### config.mk
export PLATFORM = sky130hd
export DESIGN_NAME = ceespu_intc
export DESIGN_NICKNAME = d
export VERILOG_FILES = /design/src/rtl/ceespu_intc.sv
export SDC_FILE = /design/constraint.sdc
export NUM_CORES = 1
export LEC_CHECK = 0
export CAP_MARGIN = 20
export CORE_MARGIN = 1
export CORE_UTILIZATION = 55
export DETAILED_ROUTE_END_ITERATION = 7
export HOLD_SLACK_MARGIN = 0.15
export PLACE_DENSITY = 0.88
export SLEW_MARGIN = 20
export SYNTH_ARGS = -nofsm -noshare
export SYNTH_HDL_FRONTEND = slang
export SYNTH_SLANG_ARGS = --single-unit
### constraint.sdc
create_clock -name I_clk -period 2.07 [get_ports I_clk]
set_input_delay 0.5175 -clock I_clk [delete_from_list [all_inputs] [get_ports I_clk]]
set_output_delay 0.5175 -clock I_clk [all_outputs]
set_load 0.02 [all_outputs]
### src/rtl/ceespu_intc.sv
// ceespu_intc: eight-source interrupt controller for the ceespu core.
// Raw sources are synchronized, latched as edge- or level-triggered pending
// bits, masked by ENABLE and prioritised (bit 0 highest). One request at a
// time is offered to the core, which acknowledges it and later issues an EOI
// through the register port.
// SYNC_STAGES must be 2 or 3; the chain is written generically but only
// those depths are intended.

module ceespu_intc #(
  parameter logic [7:0] EDGE_MASK   = 8'hFF,
  parameter int         SYNC_STAGES = 2
) (
  input  logic       I_clk,
  input  logic       I_rst_n,
  input  logic [7:0] I_irq,
  output logic       O_int_req,
  output logic [2:0] O_int_vector,
  input  logic       I_int_ack,
  input  logic       I_cfgE,
  input  logic       I_cfgWe,
  input  logic [1:0] I_cfgAddr,
  input  logic [7:0] I_cfgWData,
  output logic [7:0] O_cfgRData
);

  typedef enum logic [1:0] {
    ST_IDLE    = 2'd0,
    ST_REQ     = 2'd1,
    ST_SERVICE = 2'd2
  } state_t;

  localparam logic [1:0] ADDR_PEND   = 2'd0;
  localparam logic [1:0] ADDR_ENABLE = 2'd1;
  localparam logic [1:0] ADDR_INSERV = 2'd2;

  // Synchronizer chain; the last stage is the usable sampled source vector.
  logic [SYNC_STAGES-1:0][7:0] sync_reg;
  logic [7:0]                  s;

  logic [7:0] pend;
  logic [7:0] enable_reg;
  logic [7:0] elig;
  logic [7:0] inserv_reg;
  logic [2:0] vec_reg;
  logic [2:0] winner;
  state_t     state_reg;
  logic       int_req_reg;
  logic [2:0] int_vector_reg;
  logic [7:0] rdata_reg;
  logic [7:0] rdata_next;

  logic cfg_wr;
  logic w1c;
  logic enable_wr;
  logic eoi;
  logic ack_fire;

  assign s = sync_reg[SYNC_STAGES-1];

  // Register-port decode. An ack only counts while a request is outstanding,
  // and an EOI only counts while an interrupt is in service.
  assign cfg_wr    = I_cfgE & I_cfgWe;
  assign w1c       = cfg_wr && (I_cfgAddr == ADDR_PEND);
  assign enable_wr = cfg_wr && (I_cfgAddr == ADDR_ENABLE);
  assign eoi       = cfg_wr && (I_cfgAddr == 2'd3) && (state_reg == ST_SERVICE);
  assign ack_fire  = I_int_ack && (state_reg == ST_REQ);

  // Shift raw sources through the synchronizer.
  always_ff @(posedge I_clk or negedge I_rst_n) begin
    if (!I_rst_n) begin
      sync_reg <= '0;
    end else begin
      sync_reg <= {sync_reg[SYNC_STAGES-2:0], I_irq};
    end
  end

  // Per-source pending logic: edge sources latch, level sources follow s.
  genvar gi;
  generate
    for (gi = 0; gi < 8; gi++) begin : g_pend
      if (EDGE_MASK[gi]) begin : g_edge
        logic s_prev_reg;
        logic pend_bit_reg;
        logic set_bit;
        logic clr_bit;

        assign set_bit = s[gi] & ~s_prev_reg;
        assign clr_bit = (ack_fire && (vec_reg == 3'(gi))) ||
                         (w1c && I_cfgWData[gi]);

        // Latch a rising edge; a simultaneous clear loses to the set.
        always_ff @(posedge I_clk or negedge I_rst_n) begin
          if (!I_rst_n) begin
            s_prev_reg   <= 1'b0;
            pend_bit_reg <= 1'b0;
          end else begin
            s_prev_reg   <= s[gi];
            pend_bit_reg <= set_bit | (pend_bit_reg & ~clr_bit);
          end
        end

        assign pend[gi] = pend_bit_reg;
      end else begin : g_level
        assign pend[gi] = s[gi];
      end
    end
  endgenerate

  assign elig = pend & enable_reg;

  // Fixed priority: lowest set index of elig wins.
  always_comb begin
    winner = 3'd0;
    for (int i = 7; i >= 0; i--) begin
      if (elig[i]) begin
        winner = 3'(i);
      end
    end
  end

  // ENABLE register; a write lands at the strobe edge, so the IDLE decision
  // on that same edge still sees the previous mask.
  always_ff @(posedge I_clk or negedge I_rst_n) begin
    if (!I_rst_n) begin
      enable_reg <= 8'h00;
    end else if (enable_wr) begin
      enable_reg <= I_cfgWData;
    end
  end

  // Request/service sequencer with registered request outputs.
  always_ff @(posedge I_clk or negedge I_rst_n) begin
    if (!I_rst_n) begin
      state_reg      <= ST_IDLE;
      vec_reg        <= 3'd0;
      inserv_reg     <= 8'h00;
      int_req_reg    <= 1'b0;
      int_vector_reg <= 3'd0;
    end else begin
      case (state_reg)
        ST_IDLE: begin
          if (|elig) begin
            vec_reg        <= winner;
            int_vector_reg <= winner;
            int_req_reg    <= 1'b1;
            state_reg      <= ST_REQ;
          end
        end
        ST_REQ: begin
          // The vector is committed; only the ack moves us on.
          if (ack_fire) begin
            inserv_reg  <= 8'b1 << vec_reg;
            int_req_reg <= 1'b0;
            state_reg   <= ST_SERVICE;
          end
        end
        ST_SERVICE: begin
          if (eoi) begin
            inserv_reg <= 8'h00;
            state_reg  <= ST_IDLE;
          end
        end
        default: begin
          int_req_reg <= 1'b0;
          state_reg   <= ST_IDLE;
        end
      endcase
    end
  end

  // Read mux for the register port.
  always_comb begin
    rdata_next = 8'h00;
    case (I_cfgAddr)
      ADDR_PEND:   rdata_next = pend;
      ADDR_ENABLE: rdata_next = enable_reg;
      ADDR_INSERV: rdata_next = inserv_reg;
      default:     rdata_next = {3'b000, state_reg == ST_REQ,
                                 state_reg == ST_SERVICE, vec_reg};
    endcase
  end

  // Registered read data; held when no read strobe is present.
  always_ff @(posedge I_clk or negedge I_rst_n) begin
    if (!I_rst_n) begin
      rdata_reg <= 8'h00;
    end else if (I_cfgE && !I_cfgWe) begin
      rdata_reg <= rdata_next;
    end
  end

  assign O_int_req    = int_req_reg;
  assign O_int_vector = int_vector_reg;
  assign O_cfgRData   = rdata_reg;

endmodule

==> impl_metrics.csv <==
group,metric,value,unit
floorplan,chipHeight,68.8,um
sta,drv_slew,0,
global_route,grt_use_total,26.2,%
clock_tree,max-clock-path-buffers,2,
clock_tree,cts_tree,"built",
power,pwr-share-comb,26.9,%
yosys,ys.flop_type,"dfrtp_1",
status,status,"completed",
clock_tree,clk_latency,340,ps
worst_setup_path,slowest_stage,"clkdlybuf4s50_1",
clock_tree,cts_root_buffer,"clkbuf_8",
worst_setup_path,r2r_end,"O_int_vector[0]$_DFFE_PN0P_",
final_layout,syn_to_final_growth,29.2,%
global_route,grt_overflow,0,
power,swShare,30.7,%
clock_tree,hold_buffers,0,
worst_setup_path,cp-end-kind,"primary output",
sta,setup_ws,158,ps
detailed_routing,drt_first_iter_violations,194,
detailed_routing,post_drt_via_cell_ratio,5.86,
worst_setup_path,crit_buf_inv,1,
worst_setup_path,r2r-start,"g_pend[3].g_edge.pend_bit_reg$_DFF_PN0_",
final_layout,regArea,1550,um^2
sta,skew,7.94,ps
sta,setup_tns,0,ps
final_layout,drive_gt1_share,19.5,%
yosys,synth_largest_area_cell,"dfrtp_1",
detailed_routing,ant_nets,0,
sta,max_freq,523,MHz
hold_path,hp-class,"in2async",
yosys,ys_seq_area_share,63.2,%
floorplan,die-area,4730,um^2
global_route,antenna_found_initial,0,
power,power.internal,2850,uW
sta,min_period,1910,ps
power,p_per_area,1300,nW/um^2
sta,relSlewSlack,65.1,%
sta,finalHoldViolCount,0,
floorplan,dieWidth,68.8,um
detailed_routing,via_count,1736,
place,place.gp.congestion,0.838,
place,place_ws,-109,ps
floorplan,rows,23,
final_layout,layout.nets,264,
worst_setup_path,critical-path-top-delay-family,"buffers and inverters",
final_layout,fillers,260,
worst_setup_path,worst_ep_arrival_time,1390,ps
global_route,grt_pass1_vias,1750,
floorplan,initial_utilization,59.2,%
clock_tree,htreeDepth,3,
flow_run,drv_cap,0,
sta,setup_viol,0,
clock_tree,clk_pin_slew_worst_paths,70,ps
final_layout,antennaDiodeCount,0,
global_route,grt_pass1_wl,8.38,mm
power,p_total,4110,uW
place,placed_cells,280,
worst_setup_path,start_kind,"flop",
place,port_buffers,34,
yosys,synth_warnings,0,
detailed_routing,wl,5.13,mm
power,p_leak,0.00144,uW
detailed_routing,wire_per_inst,17.3,um
yosys,async_reset_ff_share,100,%
final_layout,fin_util,76.5,%
yosys,syn_area,2450,um^2
sta,rsz0062_at_grt,"no",
worst_setup_path,crit_type,"reg2out",
detailed_routing,drcViolationCount,0,
power,clockPowerShare,29.7,%
clock_tree,ctsResizeCount,0,
detailed_routing,first_pass_iters,4,
power,peakVddDrop,0.000656,V
worst_setup_path,ff2ff_path_depth,4,
worst_setup_path,crit_fanout,5,
power,p_switching,1260,uW
clock_tree,clock_sinks,62,
global_route,grt_max_degree,41,
yosys,synthCells,189,
floorplan,core,4140,um^2
clock_tree,cts_setup_buffers,0,
yosys,yosys-top-cells-area,"dfrtp_1 63%, mux2_2 6.4%, nand2_1 4.7%, a32o_1 3.3%, mux4_2 2.8%",
place,post-dp-hpwl,3.46,mm
sta,worstMarginPinSlew,524,ps
final_layout,final_cells,296,
yosys,syn_nets,212,
final_layout,multi_input_area,838,um^2
worst_setup_path,cp.required,1550,ps
yosys,synth_area_per_cell,13.0,um^2
worst_setup_path,cp_slowest_stage_delay,640,ps
sta,fin_crit_sh,92.3,%
yosys,synth_cell_types,29,
worst_setup_path,crit_chain,"clkdlybuf4s50_1",
power,p_seq_share,43.3,%
yosys,synth_top_area_share,63.2,%
yosys,synth_edf_count,0,
worst_setup_path,r2r_setup_slack,420,ps
floorplan,ios,35,
yosys,ys_ff_latch,62,
clock_tree,cts_made_buffers,9,
-- how the worst max path moves through the flow --
stage | startpoint | endpoint | cells after the start
2_1_floorplan | I_cfgAddr[0] | O_cfgRData[3]$_DFFE_PN0P_ | 3
3_3_place_gp | I_cfgAddr[0] | O_cfgRData[2]$_DFFE_PN0P_ | 3
3_5_place_dp | I_cfgAddr[0] | O_cfgRData[1]$_DFFE_PN0P_ | 3
4_1_cts | O_int_vector[0]$_DFFE_PN0P_ | O_int_vector[0] | 1
5_1_grt | O_int_vector[2]$_DFFE_PN0P_ | O_int_vector[2] | 1
6_report | O_int_vector[2]$_DFFE_PN0P_ | O_int_vector[2] | 1
-- layout make-up --
type / instances / area share [%]
flip-flops and latches: 62 / 48.9
multi-input cells: 113 / 26.4
repair buffers: 45 / 14.1
clock buffers: 13 / 5.33
clock inverters: 3 / 2.05
well taps: 50 / 1.97
inverters: 10 / 1.18
-- metal layers --
metal	global-route usage, %	share of wire (%)	vias up
li1	-	-	780
met1	33.8	44	872
met2	38.5	47	75
met3	10.5	7.1	9
met4	13.3	1.5	0
met5	0	0	-
-- logic make-up after synthesis --
logic type             after synthesis  share of synthesized area [%]
flip-flops                          62                           63.2
AND/OR/NAND/NOR                     54                           10.3
AO/OA/AOI/OAI                       37                           11.3
multiplexers                        22                           12.5
buffers and inverters               14                           2.65
-- cells in the mapped netlist (2+ instances only) --
cell type	instances
nor2_1	9
a21oi_1	7
a22o_1	6
inv_1	10
mux2i_1	3
mux4_2	3
a32o_1	8
dfrtp_1	62
a22oi_1	8
o21ai_0	6
mux4_1	2
nand2_1	31
mux2_2	14
nor2b_1	5
-- power by group through the flow --
stage | logic [uW] | clock network, uW | registers (uW)
finish | 1110 | 1220 | 1780
global route | 1210 | 1300 | 1820
CTS | 1100 | 1250 | 1770
detailed placement | 1090 | 0 | 1780
global placement | 1060 | 0 | 1770
floorplan | 548 | 0 | 1830
-- placed cells by master (no fill, tap or decap), drive strengths merged --
master,netlist,routed
nand2,32,32
mux2i,3,3
a21boi,1,1
nor3,1,1
a22oi,8,8
nor2,9,9
o21ai,6,6
clkbuf,1,13
nor2b,5,5
nand2b,1,1
clkinv,0,1
inv,10,10
nand3,2,2
clkdlybuf4s50,0,31
a32o,8,8
dfrtp,62,62
a22o,6,6
and4,1,1
dlymetal6s2s,0,2
bufinv,0,2
a211oi,1,1
mux4,5,5
buf,3,12
nand3b,1,1
and3,1,1
nand4,1,1
mux2,14,14
a21oi,7,7
-- through the flow --
| step | hold slack, ps | area, um^2 |
|---|---|---|
| floorplan | 222 | 2450 |
| global placement | 332 | 2930 |
| detailed placement | 336 | 2930 |
| CTS | 154 | 3170 |
| global route | 181 | 3170 |
| finish | 152 | 3170 |
(Power assumes the default switching activity.)
